## src/rtl/accum_bcd_disp_pkg.sv

```systemverilog
// Shared types and constants for the accumulator / 7-segment display driver:
// FSM state encoding, segment lookup table and digit-count helper.
package accum_bcd_disp_pkg;

  typedef enum logic [1:0] {
    ST_RX   = 2'd0,
    ST_CONV = 2'd1,
    ST_TX   = 2'd2
  } state_t;

  // Segment codes gfedcba, active-high, for decimal digits 0..9.
  localparam logic [6:0] SEG_LUT [10] = '{
    7'h3F, 7'h06, 7'h5B, 7'h4F, 7'h66, 7'h6D, 7'h7D, 7'h07, 7'h7F, 7'h6F
  };

  // Middle bar only; shown for a code that is not a decimal digit.
  localparam logic [6:0] SEG_DASH = 7'h40;

  function automatic logic [6:0] seg_encode(input logic [3:0] digit);
    if (digit > 4'd9) return SEG_DASH;
    return SEG_LUT[digit];
  endfunction

  // Number of decimal digits needed to print the largest value of 'bits' bits.
  function automatic int bcd_digits(input int bits);
    longint unsigned v;
    int n;
    v = (64'd1 << bits) - 64'd1;
    n = 0;
    while (v != 0) begin
      v = v / 10;
      n = n + 1;
    end
    return (n == 0) ? 1 : n;
  endfunction

endpackage

```

## src/rtl/accum_bcd_disp_axis_bin2bcd.sv

```systemverilog
// Sequential binary-to-BCD converter (shift-add-3 / double dabble).
// One input bit is consumed per clock; a conversion takes BW cycles after the
// start pulse, ending with a single-cycle done pulse while bcd is valid.
module bin2bcd_seq #(
  parameter int BW = 12,
  parameter int ND = 4
) (
  input  logic                 clk,
  input  logic                 rstn,
  input  logic                 start,
  input  logic [BW-1:0]        bin,
  output logic                 busy,
  output logic                 done,
  output logic [ND-1:0][3:0]   bcd
);

  localparam int CNTW = $clog2(BW + 1);

  logic [BW-1:0]      sr;
  logic [CNTW-1:0]    cnt;
  logic [ND-1:0][3:0] adj;
  logic [ND*4-1:0]    adj_flat;
  logic [ND*4-1:0]    bcd_next;

  // Add-3 correction on every digit >= 5, then shift in the next binary bit.
  // NOTE: every signal written here gets a default first, so no latch is inferred.
  always_comb begin
    adj = bcd;
    for (int i = 0; i < ND; i++) begin
      if (bcd[i] >= 4'd5) adj[i] = bcd[i] + 4'd3;
    end
    adj_flat = adj;
    bcd_next = {adj_flat[ND*4-2:0], sr[BW-1]};
  end

  // Load on start, then iterate once per clock until all BW bits are consumed.
  // NOTE: state registers use non-blocking assignments so every flop samples pre-edge values.
  always_ff @(posedge clk or negedge rstn) begin
    if (!rstn) begin
      sr   <= '0;
      cnt  <= '0;
      bcd  <= '0;
      busy <= 1'b0;
      done <= 1'b0;
    end else begin
      done <= 1'b0;
      if (start) begin
        sr   <= bin;
        bcd  <= '0;
        cnt  <= CNTW'(BW);
        busy <= 1'b1;
      end else if (busy) begin
        bcd <= bcd_next;
        sr  <= {sr[BW-2:0], 1'b0};
        cnt <= cnt - 1'b1;
        if (cnt == CNTW'(1)) begin
          busy <= 1'b0;
          done <= 1'b1;
        end
      end
    end
  end

endmodule

```

## src/rtl/accum_bcd_disp_axis.sv

```systemverilog
// AXI-stream accumulator / 7-segment display driver.
// Sums a frame of up to N samples, converts the sum to decimal and presents
// the digits as 7-segment codes on a valid/ready master stream.
// Optional: ACCUM_BCD_BLANK_LEADING_ZERO_EN blanks leading zero digits
// above the units digit.
module accum_bcd_disp_axis
  import accum_bcd_disp_pkg::*;
#(
  parameter int N       = 10,
  parameter int WIDTH   = 8,
  parameter int NDIGITS = 4
) (
  input  logic                        clk,
  input  logic                        rstn,
  input  logic                        s_valid,
  output logic                        s_ready,
  input  logic [WIDTH-1:0]            s_data,
  input  logic                        s_last,
  output logic                        m_valid,
  input  logic                        m_ready,
  output logic [NDIGITS-1:0][6:0]     m_data,
  output logic                        m_ovf,
  output logic [$clog2(N+1)-1:0]      m_count
);

  localparam int SW     = WIDTH + $clog2(N);
  localparam int CW     = $clog2(N + 1);
  localparam int NB     = bcd_digits(SW);
  // Converter spans every digit SW bits can reach, and at least NDIGITS.
  localparam int ND_INT = (NB > NDIGITS) ? NB : NDIGITS;

  state_t                 state;
  logic [SW-1:0]          sum;
  logic [CW-1:0]          count;
  logic                   conv_start;
  logic                   conv_busy;
  logic                   conv_done;
  logic [ND_INT-1:0][3:0] bcd;
  logic                   ovf;
  logic [NDIGITS-1:0][6:0] disp;
  logic                   accept;
  logic                   frame_end;

  assign s_ready   = (state == ST_RX);
  assign m_valid   = (state == ST_TX);
  assign accept    = s_valid && s_ready;
  assign frame_end = (count == CW'(N - 1)) || s_last;

  bin2bcd_seq #(
    .BW (SW),
    .ND (ND_INT)
  ) u_bin2bcd (
    .clk   (clk),
    .rstn  (rstn),
    .start (conv_start),
    .bin   (sum),
    .busy  (conv_busy),
    .done  (conv_done),
    .bcd   (bcd)
  );

  // Overflow detection and segment encoding of the low NDIGITS digits.
  always_comb begin
    ovf  = 1'b0;
    disp = '0;
    for (int i = NDIGITS; i < ND_INT; i++) begin
      if (bcd[i] != 4'd0) ovf = 1'b1;
    end
`ifdef ACCUM_BCD_BLANK_LEADING_ZERO_EN
    begin
      // A digit is blank only if it and every digit above it (hidden ones too) are zero.
      logic nz_above;
      nz_above = ovf;
      for (int i = NDIGITS - 1; i >= 0; i--) begin
        if (i != 0 && !nz_above && bcd[i] == 4'd0) disp[i] = 7'h00;
        else                                       disp[i] = seg_encode(bcd[i]);
        nz_above = nz_above || (bcd[i] != 4'd0);
      end
    end
`else
    for (int i = 0; i < NDIGITS; i++) begin
      disp[i] = seg_encode(bcd[i]);
    end
`endif
  end

  // Frame FSM: accumulate in RX, convert in CONV, hold the word in TX.
  always_ff @(posedge clk or negedge rstn) begin
    if (!rstn) begin
      state      <= ST_RX;
      sum        <= '0;
      count      <= '0;
      conv_start <= 1'b0;
      m_data     <= '0;
      m_ovf      <= 1'b0;
      m_count    <= '0;
    end else begin
      conv_start <= 1'b0;
      case (state)
        ST_RX: begin
          if (accept) begin
            sum   <= sum + SW'(s_data);
            count <= count + 1'b1;
            if (frame_end) begin
              state      <= ST_CONV;
              conv_start <= 1'b1;
            end
          end
        end
        ST_CONV: begin
          if (conv_done && !conv_busy) begin
            m_data  <= disp;
            m_ovf   <= ovf;
            m_count <= count;
            state   <= ST_TX;
          end
        end
        ST_TX: begin
          if (m_ready) begin
            state <= ST_RX;
            sum   <= '0;
            count <= '0;
          end
        end
        default: state <= ST_RX;
      endcase
    end
  end

endmodule

```

## config.mk

```make
export PLATFORM = sky130hd
export DESIGN_NAME = accum_bcd_disp_axis
export DESIGN_NICKNAME = d
export VERILOG_FILES = /design/src/rtl/accum_bcd_disp_pkg.sv /design/src/rtl/accum_bcd_disp_axis_bin2bcd.sv /design/src/rtl/accum_bcd_disp_axis.sv
export SDC_FILE = /design/constraint.sdc
export NUM_CORES = 1
export LEC_CHECK = 0
export CORE_MARGIN = 2
export CORE_UTILIZATION = 40
export CTS_CLUSTER_DIAMETER = 120
export DETAILED_ROUTE_END_ITERATION = 10
export GPL_TIMING_DRIVEN = 0
export PLACE_DENSITY = 0.65
export SLEW_MARGIN = 30
export SYNTH_ARGS = -nofsm -noshare
export SYNTH_HDL_FRONTEND = slang
export SYNTH_HIERARCHICAL = 1
export SYNTH_SLANG_ARGS = --single-unit
```

## constraint.sdc

```tcl
create_clock -name clk -period 2.55 [get_ports clk]
set_input_delay 0.3825 -clock clk [delete_from_list [all_inputs] [get_ports clk]]
set_output_delay 0.3825 -clock clk [all_outputs]
set_load 0.01 [all_outputs]
```

==> metrics.md, run 1 <==
| Metric | Value |
|---|---|
| RSZ-0062 raised after global routing | `false` |
| Yosys warns | `6` |
| CTS tree | `yes` |
| Die X | `114.7 um` |
| Antenna violations before repair | `0` |
| Max Freq | `approximately 440 MHz` |
| Global Route Usage Sum | `17.08%` |
| Vias per cell | `5.327` |
| Reg2Reg Launch Point | `sum[0]` |
| Reg2reg path depth | `7` |
| Total wire length | `between 10 and 15 mm` |
| Largest net degree at the start of global routing | `about 50` |
| Total CTS buffers | `9` |
| Clock transition at path regs | `roughly 0.06 ns` |
| Final Cycle Share | `between 80% and 90%` |
| Initial Util | `between 40% and 50%` |
| Vias in the first global route | `~3,800` |
| Multi-input gate area | `2537 sq um` |
| Required time of the critical path | `2.17 ns` |
| Pleak | `2.719 nW` |
| Mapped Nets | `just under 600` |
| Part of the power in registers | `34.0%` |
| Crit-path max cell delay | `about 0.63 ns` |
| Reg-to-Reg End | `sum[10]` |
| Crit-path slowest cell | `clkdlybuf4s50_1` |
| CP Data Arrival Time | `1.88 ns` |
| Post-synth EDFFs | `0` |
| Cell area power density | `1159 nW/um^2` |
| R2R Setup Slk | `0.40 ns` |
| P_int | `between 4 and 5 mW` |
| Status | `finished, final reports clean` |
| Area of the mapped netlist | `between 4000 and 5000 sq um` |
| Worst Tran Pin Value | `0.5935 ns` |
| Routability cong. | `roughly 0.77` |
| Maximum vdd drop | `~0.45 mV` |
| Worst setup SP type | `flop` |
| Hold Crit Class | `reg2reg` |
| Max_cap viols | `0` |
| WL/cell | `14.30 um` |
| Fin Setup TNS | `0 ns` |
| Post-CTS Repair Setup Buffers | `0` |
| Power Total | `roughly 6.8 mW` |
| First-pass GRT wire length | `between 15 and 20 mm` |
| Die height | `between 100 and 150 um` |
| Post-route ant nets | `0` |
| Delay-heaviest family, CP | `buffers and inverters` |
| DRC | `0` |
| Async SR Flop Fraction | `100.0%` |
| GRT overflow | `0` |
| CP endpoint kind | `primary output` |
| Hpwl dp | `about 7.8 mm` |
| Fin. Hold Viols | `0` |
| Detailed-router iteration count before antenna repair | `4` |
| Yosys reg bits | `between 80 and 90` |
| Slew Viols, Final | `0` |
| CTS resizes | `0` |
| Core Box Area | `around 12,000 sq um` |
| Port Buf Inserts | `46` |
| Hold Path End | `m_data[21]` |
| Post-Syn Instances | `about 530` |
| Mean Syn Cell Area | `between 9 and 10 sq um` |
| Latest clock arrival within the worst-skew pair | `roughly 0.34 ns` |
| CTS Sinks | `85` |
| Ratio of cells with drive above 1 in the final layout | `6.937%` |
| Ant. Diodes | `0` |
| Fill cells | `roughly 1,100` |
| Register area share after synthesis | `between 40% and 50%` |
| Worst path bufs/invs | `2` |
| CP cell instances | `buf_2, nor2b_1, clkdlybuf4s50_1` |
| Clock Path Buffers | `2` |
| # IOs | `between 40 and 50` |
| Fin crit period | `2.259 ns` |
| Register area | `between 2000 and 2500 sq um` |
| NetSw | `roughly 2.7 mW` |
| Cell variety after synth | `60` |
| # setup viols final | `0` |
| Clock share of power | `19.4%` |
| Worst hold path cell count | `2` |
| Top_reg_cell synth | `dfrtp_1` |
| Hold buffer count at CTS | `1` |
| Iter 0 DRT Violations | `between 150 and 200` |
| Sw frac | `a little under 40%` |
| Via count | `roughly 3,900` |
| Synth-to-layout area growth | `20.03%` |
| CTS H-Tree Depth | `3` |
| Row count | `40` |
| CTS root buf | `clkbuf_16` |
| HP Start | `m_data[21]` |
| Layout Skew | `between 0.009 and 0.01 ns` |
| NumNets Final | `640` |
| Die Area | `13,160 sq um` |
| Worst slew margin | `around three fifths` |
| Comb pwr share | `between 40 and 50%` |
| Critical path type | `reg2out` |
| Max FO, Critical Path | `9` |
## cells in the mapped netlist (all sizes together), types with 3 or more instances
cell type / count / area share [%]
dfrtp: 85 / 43
nand2: 74 / 5.7
o21ai: 50 / 5.1
nor2: 43 / 3.3
ha: 40 / 10
a21oi: 32 / 3.4
inv: 24 / 1.8
buf: 16 / 2.0
clkbuf: 14 / 1.1
mux2i: 14 / 2.9
nand3: 13 / 1.3
xor2: 11 / 2.0
nand2b: 10 / 1.4
a21o: 8 / 1.2
a22o: 8 / 1.4
a211oi: 6 / 1.1
o311ai: 6 / 1.1
a31oi: 5 / 0.64
o21bai: 5 / 0.77
nand4b: 4 / 0.71
nor2b: 4 / 0.51
nor3b: 4 / 0.61
o31ai: 4 / 0.61
xnor2: 4 / 0.71
o211ai: 3 / 0.46
or4b: 3 / 0.61
## stage by stage
step	cells	area, sq um	hold slack (ns)	setup WS [ns]	utilization [%]
after floorplan	527	4905	0.08691	0.5842	-
final	738	5887	0.4648	0.2908	49.01
after detailed placement	721	5578	0.2984	-0.04948	46.44
after global placement	720	5549	0.4546	-1.983	46.20
after global routing	738	5887	0.5000	0.1295	49.01
after CTS	738	5887	0.4738	0.2873	49.01
## cell families after synthesis
logic type / synth area share, %
and+or+nand+nor: 16.56
AOI/OAI and AO/OA: 18.72
DFF: 43.37
buffers and inverters: 4.898
adders and majority gates: 10.61
xor gates and xnor gates: 2.678
muxes: 3.087
other: 0.07646
## power by group through the flow
stage	clock (mW)	sequential, mW	combinational, mW
final	1.32	2.32	3.18
after global routing	1.39	2.41	3.60
after CTS	1.34	2.33	3.18
after detailed placement	0	2.35	3.15
after global placement	0	2.33	3.05
after floorplan	0	2.33	2.16
## cell usage in the layout, fill, tap and decap left out, types with 3 or more instances in the layout
| cell | instances |
|---|---|
| or4b_1 | 3 |
| a31oi_1 | 5 |
| o21ai_0 | 47 |
| nor2b_1 | 4 |
| buf_4 | 5 |
| clkbuf_1 | 14 |
| nor3b_1 | 4 |
| nand3_1 | 13 |
| xnor2_1 | 4 |
| a22o_1 | 8 |
| a21o_1 | 8 |
| mux2i_1 | 14 |
| dfrtp_1 | 85 |
| o21bai_1 | 5 |
| xor2_1 | 11 |
| inv_1 | 24 |
| nor2_1 | 43 |
| buf_2 | 9 |
| o31ai_1 | 4 |
| ha_1 | 40 |
| clkdlybuf4s50_1 | 45 |
| o211ai_1 | 3 |
| a21oi_1 | 30 |
| nand2_1 | 74 |
| nand4b_1 | 4 |
| a211oi_1 | 4 |
| o311ai_1 | 5 |
| o21ai_1 | 3 |
| clkbuf_16 | 9 |
| nand2b_1 | 9 |
## area by class of cell
type                    count  area share [%]
multi-input cells         388           43.10
flip-flops and latches     85           36.13
repair buffers             48           8.480
clock buffers               9           3.826
well taps                 147           3.124
plain buffers              30           2.550
inverters                  24           1.530
clock inverters             7           1.254
## how the worst max path moves through the flow
stage,from,endpoint,slack (ns),cells after the start
global placement,rstn,count[0],-1.98,1
detailed placement,s_data[0],sum[10],-0.05,8
finish,state[0],m_valid,0.29,3
global route,s_data[0],sum[10],0.13,8
CTS,state[0],m_valid,0.29,3
floorplan,s_data[0],sum[8],0.58,7
## state kept, by name, indices dropped and copies added (netlist names)
| signal | count |
|---|---|
| conv_start | 1 |
| u_bin2bcd/busy | 1 |
| m_data | 28 |
| state | 2 |
| m_count | 4 |
| sum | 12 |
| u_bin2bcd/bcd | 16 |
| u_bin2bcd/cnt | 4 |
| count | 4 |
| u_bin2bcd/sr | 12 |
| u_bin2bcd/done | 1 |
## layer usage
layer | GRT usage [%] | routed length [um] | vias to the layer above
met1 | 21.64 | 4987 | 1877
met3 | 3.110 | 366 | 14
met4 | 6.426 | 187 | 0
met5 | 0 | 0 | -
li1 | - | - | 1958
met2 | 29.23 | 5015 | 82
## worst reg2reg max path: stages, from the launching register on
cell	delay [ns]
dfrtp_1	0.40
ha_1	0.24
fa_1	0.43
a211oi_1	0.25
o21ai_1	0.18
o311ai_1	0.31
xor2_1	0.18
nor2_1	0.05
No activity file was read; power rests on OpenSTA's default activity.
==> inputs of run 2 (changes only) <==
--- a/config.mk
+++ b/config.mk
@@ -7,6 +7,7 @@
 export LEC_CHECK = 0
 export CORE_MARGIN = 2
 export CORE_UTILIZATION = 40
+export CTS_BUF_LIST = sky130_fd_sc_hd__clkbuf_2 sky130_fd_sc_hd__clkbuf_4 sky130_fd_sc_hd__clkbuf_8
 export CTS_CLUSTER_DIAMETER = 120
 export DETAILED_ROUTE_END_ITERATION = 10
 export GPL_TIMING_DRIVEN = 0
@@ -16,3 +17,4 @@
 export SYNTH_HDL_FRONTEND = slang
 export SYNTH_HIERARCHICAL = 1
 export SYNTH_SLANG_ARGS = --single-unit
+export TNS_END_PERCENT = 50
==> run 2 against run 1 <==
  * Global-route usage decreased by 0.27 points
  * Register-to-register slack about the same
  * Core utilization is 0.84 points lower
  * Via count down 1.1%
  * Largest power group unchanged
==> metrics.md, run 2 (synthesized netlist as in run 1, its figures left out) <==
| Metric | Value |
|---|---|
| Routed wl met3 | `312 um (-15%)` |
| Port Buf Inserts | `46 (unchanged)` |
| CTS tree | `yes` |
| Max FO, Critical Path | `9 (unchanged)` |
| Layout Skew | `0.01356 ns (+0.004416 ns)` |
| Die Area | `13,160 sq um (unchanged)` |
| Crit-path slowest cell | `clkdlybuf4s50_1` |
| Most common cell after layout, fill and taps aside | `dfrtp_1` |
| Ratio of cells with drive above 1 in the final layout | `6.937% (unchanged)` |
| Antenna violations before repair | `0 (unchanged)` |
| CP cell instances | `buf_2, nor2b_1, clkdlybuf4s50_1` |
| Hpwl dp | `7.755 mm (unchanged)` |
| Largest registers | `m_data: 28 flops, u_bin2bcd/bcd: 16 flops` |
| Core Box Area | `12,010 sq um (unchanged)` |
| Largest net degree at the start of global routing | `51 (unchanged)` |
| Total wire length | `10.45 mm (-1.0%)` |
| Multi-input gate area | `2537 sq um (unchanged)` |
| DR top layer | `met4` |
| NumNets Final | `640 (unchanged)` |
| Post-CTS Repair Setup Buffers | `0 (unchanged)` |
| Initial Util | `40.83% (unchanged)` |
| Total CTS buffers | `9 (unchanged)` |
| Fill cells | `1,149 (+0.88%)` |
| # IOs | `48 (unchanged)` |
| Latest clock arrival within the worst-skew pair | `0.36 ns (+0.02 ns)` |
| Ant. Diodes | `0 (unchanged)` |
| Iter 0 DRT Violations | `204 (+3.6%)` |
| CP Data Arrival Time | `1.91 ns (+0.03 ns)` |
| Max Freq | `435.7 MHz (-1.6%)` |
| Slew Viols, Final | `0 (unchanged)` |
| Most frequent cells in the layout | `85 x dfrtp_1, 74 x nand2_1, 47 x o21ai_0` |
| Routability cong. | `0.7673 (unchanged)` |
| Vias in the first global route | `3,805 (-0.11%)` |
| Post-route ant nets | `0 (unchanged)` |
| Status | `finished, final reports clean` |
| Worst setup SP type | `flop` |
| DRC | `0 (unchanged)` |
| Detailed-router iteration count before antenna repair | `4 (unchanged)` |
| Worst Setup Slack, final | `0.2550 ns (-0.03580 ns)` |
| # setup viols final | `0 (unchanged)` |
| Hold Crit Class | `in2async` |
| Top reg by flops | `m_data` |
| Row count | `40 (unchanged)` |
| Die height | `114.7 um (unchanged)` |
| Final non-filler cell total | `738 (unchanged)` |
| Crit-path max cell delay | `0.63 ns (about the same)` |
| GRT overflow | `0 (unchanged)` |
| RSZ-0062 raised after global routing | `false` |
| Vias per cell | `5.268 (-1.1%)` |
| Via count | `3,888 (-1.1%)` |
| Number of flip-flops in the largest register | `28 (unchanged)` |
| CTS H-Tree Depth | `3 (unchanged)` |
| Fin. Hold Viols | `0 (unchanged)` |
| Clock transition at path regs | `0.10 ns (+0.04 ns)` |
| Fin crit period | `2.295 ns (+0.03580 ns)` |
| Pleak | `2.672 nW (-1.7%)` |
| CTS root buf | `clkbuf_8` |
| First-pass GRT wire length | `17.72 mm (-1.1%)` |
| Final Cycle Share | `90.00% (+1.4 points)` |
| Die X | `114.7 um (unchanged)` |
| CP endpoint kind | `primary output` |
| Worst slew margin | `60.47% (about the same)` |
| Register area | `2127 sq um (unchanged)` |
| Maximum vdd drop | `0.4541 mV (+0.65%)` |
| Synth-to-layout area growth | `17.96%` |
| Global Route Usage Sum | `16.81% (-0.27 points)` |
| Cell area power density | `1117 nW/um^2 (-3.7%)` |
| Met1 Wirelength | `4.919 mm (-1.4%)` |
| Worst path bufs/invs | `2 (unchanged)` |
| Met2 Wirelength | `4.979 mm (-0.72%)` |
| WL/cell | `14.16 um (-1.0%)` |
| Clock Path Buffers | `2 (unchanged)` |
| Worst Tran Pin Value | `0.5929 ns (-0.0005960 ns)` |
| Critical path type | `reg2out` |
| Max_cap viols | `0 (unchanged)` |
| Delay-heaviest family, CP | `buffers and inverters` |
| Required time of the critical path | `2.17 ns (about the same)` |
| Cells after DPL | `721 (unchanged)` |
| CTS Sinks | `85 (unchanged)` |
| Dpl ws | `-0.04948 ns (unchanged)` |
-- run 2: cell counts in the layout (fill, tap and decap cells not counted) --
Identical to the previous run, type by type.
-- run 2: cell type report --
type	count	area share, %
Buffer	30	2.595
Clock buffer	9	2.141
Clock inverter	7	1.276
Inverter	24	1.557
Multi-Input combinational cell	388	43.86
Sequential cell	85	36.76
Tap cell	147	3.179
Timing Repair Buffer	48	8.629
-- run 2: final timing paths --
kind                       startpoint  cells past startpoint  slack, ns    endpoint
setup / recovery             state[0]                      3       0.25     m_valid
hold / removal                   rstn                      2       0.47  m_data[24]
setup reg to reg               sum[0]                      7       0.39     sum[10]
hold reg to reg            m_data[21]                      2       0.47  m_data[21]
max in group asynchronous        rstn                      3       1.52  conv_start
min in group clk           m_data[21]                      2       0.47  m_data[21]
-- run 2: per-stage QoR --
step	util [%]	hold slack [ns]	power (mW)	setup TNS [ns]	area, sq um
after floorplan	-	0.08691	4.484	0	4905
after global placement	46.20	0.4546	5.375	-167.99	5549
after detailed placement	46.44	0.2984	5.507	-0.08266	5578
after CTS	48.17	0.4703	6.482	0	5786
after global routing	48.17	0.5028	7.036	0	5786
final	48.17	0.4702	6.462	0	5786
-- run 2: metal layers --
metal / GRT usage [%] / up-vias
li1: - / 1953
met1: 21.14 / 1844
met2: 29.07 / 72
met3: 2.478 / 19
met4: 6.988 / 0
met5: 0 / -
-- run 2: report_power, final --
group          internal, mW  switching [mW]
logic                  1.50            1.67
registers              1.86           0.465
clock network         0.456           0.510
-- run 2: repair_timing --
action	CTS	global route
endpoints found under the hold margin	35	0
hold buffers	1	0
gates resized for setup	0	0
==> inputs of run 3 (changes only) <==
--- a/config.mk
+++ b/config.mk
@@ -5,10 +5,9 @@
 export SDC_FILE = /design/constraint.sdc
 export NUM_CORES = 1
 export LEC_CHECK = 0
-export CORE_MARGIN = 2
 export CORE_UTILIZATION = 40
 export CTS_BUF_LIST = sky130_fd_sc_hd__clkbuf_2 sky130_fd_sc_hd__clkbuf_4 sky130_fd_sc_hd__clkbuf_8
-export CTS_CLUSTER_DIAMETER = 120
+export CTS_CLUSTER_DIAMETER = 30
 export DETAILED_ROUTE_END_ITERATION = 10
 export GPL_TIMING_DRIVEN = 0
 export PLACE_DENSITY = 0.65
==> run 3 against run 2 <==
  * Non-clock buffer count unchanged
  * Combinational power barely moved
  * Sequential share of layout area grew 0.14 points
  * Core utilization hardly changed
  * Critical path type unchanged
  * Highest routed layer unchanged
==> metrics.md, run 3 (synthesized netlist as in run 1, its figures left out) <==
| Metric | Value |
|---|---|
| Status | `finished, final reports clean` |
| First-pass GRT wire length | `17.73 mm (about the same)` |
| HP Start | `m_data[21]` |
| # setup viols final | `0 (unchanged)` |
| Post-route ant nets | `0 (unchanged)` |
| Ratio of cells with drive above 1 in the final layout | `6.780% (-0.16 points)` |
| Maximum vdd drop | `0.4081 mV (-10%)` |
| Max_cap viols | `0 (unchanged)` |
| Initial Util | `41.00% (+0.17 points)` |
| Latest clock arrival within the worst-skew pair | `0.36 ns (about the same)` |
| WL/cell | `14.09 um (-0.43%)` |
| Clock transition at path regs | `0.09 ns (about the same)` |
| Final Cycle Share | `89.49% (-0.51 points)` |
| Most frequent cells in the layout | `85 x dfrtp_1, 74 x nand2_1, 47 x o21ai_0` |
| R2R Setup Slk | `0.37 ns (-0.02 ns)` |
| CTS tree | `yes` |
| # IOs | `48 (unchanged)` |
| Critical path type | `reg2out` |
| Pleak | `2.657 nW (-0.57%)` |
| Global Route Usage Sum | `17.67% (+0.86 points)` |
| Die X | `112.7 um (-1.7%)` |
| RSZ-0062 raised after global routing | `false` |
| Layout Skew | `0.007650 ns (-0.005910 ns)` |
| DRC | `0 (unchanged)` |
| Global Route met2 Usage | `30.74% (+1.7 points)` |
| Die Area | `12,710 sq um (-3.5%)` |
| GRT busiest layer | `met2` |
| Clock Path Buffers | `2 (unchanged)` |
| Slew Viols, Final | `0 (unchanged)` |
| Hpwl dp | `7.797 mm (+0.53%)` |
| Max FO, Critical Path | `9 (unchanged)` |
| Worst hold path cell count | `2` |
| Port Buf Inserts | `46 (unchanged)` |
| Max Freq | `438.2 MHz (+0.57%)` |
| Worst setup SP type | `flop` |
| Vias per cell | `5.233 (-0.66%)` |
| Required time of the critical path | `2.17 ns (about the same)` |
| Iter 0 DRT Violations | `149 (-27%)` |
| Register area | `2127 sq um (unchanged)` |
| Grt met1 use | `21.83% (+0.70 points)` |
| Largest registers | `m_data: 28 flops, u_bin2bcd/bcd: 16 flops` |
| CP Data Arrival Time | `1.90 ns (about the same)` |
| Worst slew margin | `58.13% (-2.3 points)` |
| Detailed-router iteration count before antenna repair | `6 (+2)` |
| Met3 track utilization from global routing | `2.946% (+0.47 points)` |
| Via count | `3,857 (-0.80%)` |
| Hold Path End | `m_data[21]` |
| Row count | `40 (unchanged)` |
| Fin crit period | `2.282 ns (-0.01307 ns)` |
| Power Total | `6.356 mW (-1.6%)` |
| Most common cell after layout, fill and taps aside | `dfrtp_1` |
| Crit-path max cell delay | `0.63 ns (about the same)` |
| CTS Sinks | `85 (unchanged)` |
| Antenna violations before repair | `0 (unchanged)` |
| Delay-heaviest family, CP | `buffers and inverters` |
| Core Box Area | `11,960 sq um (-0.42%)` |
| Hold Crit Class | `reg2reg` |
| NumNets Final | `640 (unchanged)` |
| CP endpoint kind | `primary output` |
| Vias in the first global route | `3,729 (-2.0%)` |
| GRT overflow | `0 (unchanged)` |
| Synth-to-layout area growth | `17.50%` |
| Worst path bufs/invs | `2 (unchanged)` |
| Post-CTS Repair Setup Buffers | `0 (unchanged)` |
| Die height | `112.7 um (-1.7%)` |
| Reg2reg path depth | `7 (unchanged)` |
| Fill cells | `1,150 (+0.087%)` |
| Worst Tran Pin Value | `0.6280 ns (+0.03510 ns)` |
| Total CTS buffers | `9 (unchanged)` |
| Routability cong. | `0.8154 (+6.3%)` |
| CTS root buf | `clkbuf_8` |
| Number of flip-flops in the largest register | `28 (unchanged)` |
| Largest net degree at the start of global routing | `49 (-3.9%)` |
| Total wire length | `10.39 mm (-0.56%)` |
| Multi-input gate area | `2537 sq um (unchanged)` |
| Final hold slack | `0.4685 ns (-0.001662 ns)` |
| Ant. Diodes | `0 (unchanged)` |
| Top reg by flops | `m_data` |
| Reg-to-Reg End | `sum[10]` |
| CP cell instances | `buf_2, nor2b_1, clkdlybuf4s50_1` |
| Reg2Reg Launch Point | `sum[0]` |
| CTS H-Tree Depth | `3 (unchanged)` |
| Fin. Hold Viols | `0 (unchanged)` |
| Cell area power density | `1103 nW/um^2 (-1.2%)` |
| Crit-path slowest cell | `clkdlybuf4s50_1` |
[run 3: worst register-to-register path: stages (launching register included)]
cell      delay, ns
dfrtp_1        0.41
ha_1           0.24
fa_1           0.43
a211oi_1       0.28
o21ai_1        0.18
o311ai_1       0.31
xor2_1         0.17
nor2_1         0.05
[run 3: stage by stage]
step	cell area [sq um]	setup TNS, ns	util (%)	instances	setup slack [ns]
floorplan	4905	0	-	527	0.5842
global placement	5549	-167.07	46.39	720	-1.972
detailed placement	5578	-0.1152	46.63	721	-0.05961
CTS	5763	0	48.18	737	0.2680
global route	5763	0	48.18	737	0.1846
finish	5763	0	48.18	737	0.2681
[run 3: worst max-delay path by stage]
| stage | from | endpoint | slack [ns] | depth (start not counted) |
|---|---|---|---|---|
| 6_report | state[0] | m_valid | 0.27 | 3 |
| 5_1_grt | state[0] | m_valid | 0.18 | 3 |
| 4_1_cts | state[0] | m_valid | 0.27 | 3 |
| 3_5_place_dp | s_data[0] | sum[10] | -0.06 | 8 |
| 3_3_place_gp | rstn | count[1] | -1.97 | 1 |
| 2_1_floorplan | s_data[0] | sum[8] | 0.58 | 7 |
[run 3: routing by layer]
metal,part of all wire (%),vias to the layer above
li1,-,1954
met1,46,1816
met2,48,69
met3,3.6,18
met4,2.1,0
met5,0,-
[run 3: area by class of cell]
type / count / share of cell area [%]
Buffer: 30 / 2.605
Sequential cell: 85 / 36.91
Multi-Input combinational cell: 388 / 44.03
Clock buffer: 10 / 2.388
Tap cell: 147 / 3.191
Timing Repair Buffer: 48 / 8.663
Inverter: 24 / 1.563
Clock inverter: 5 / 0.6513
[run 3: power by group]
| group | switching (mW) | internal [mW] |
|---|---|---|
| clock network | 0.500 | 0.376 |
| logic | 1.66 | 1.50 |
| registers | 0.461 | 1.86 |
| total | 2.62 | 3.73 |
[run 3: what timing repair did]
| item | in CTS | in global routing |
|---|---|---|
| endpoints found under the hold margin | 37 | 0 |
| endpoints found under the setup margin | 0 | 0 |
| gates resized for setup | 0 | 0 |
| hold buffers | 1 | 0 |
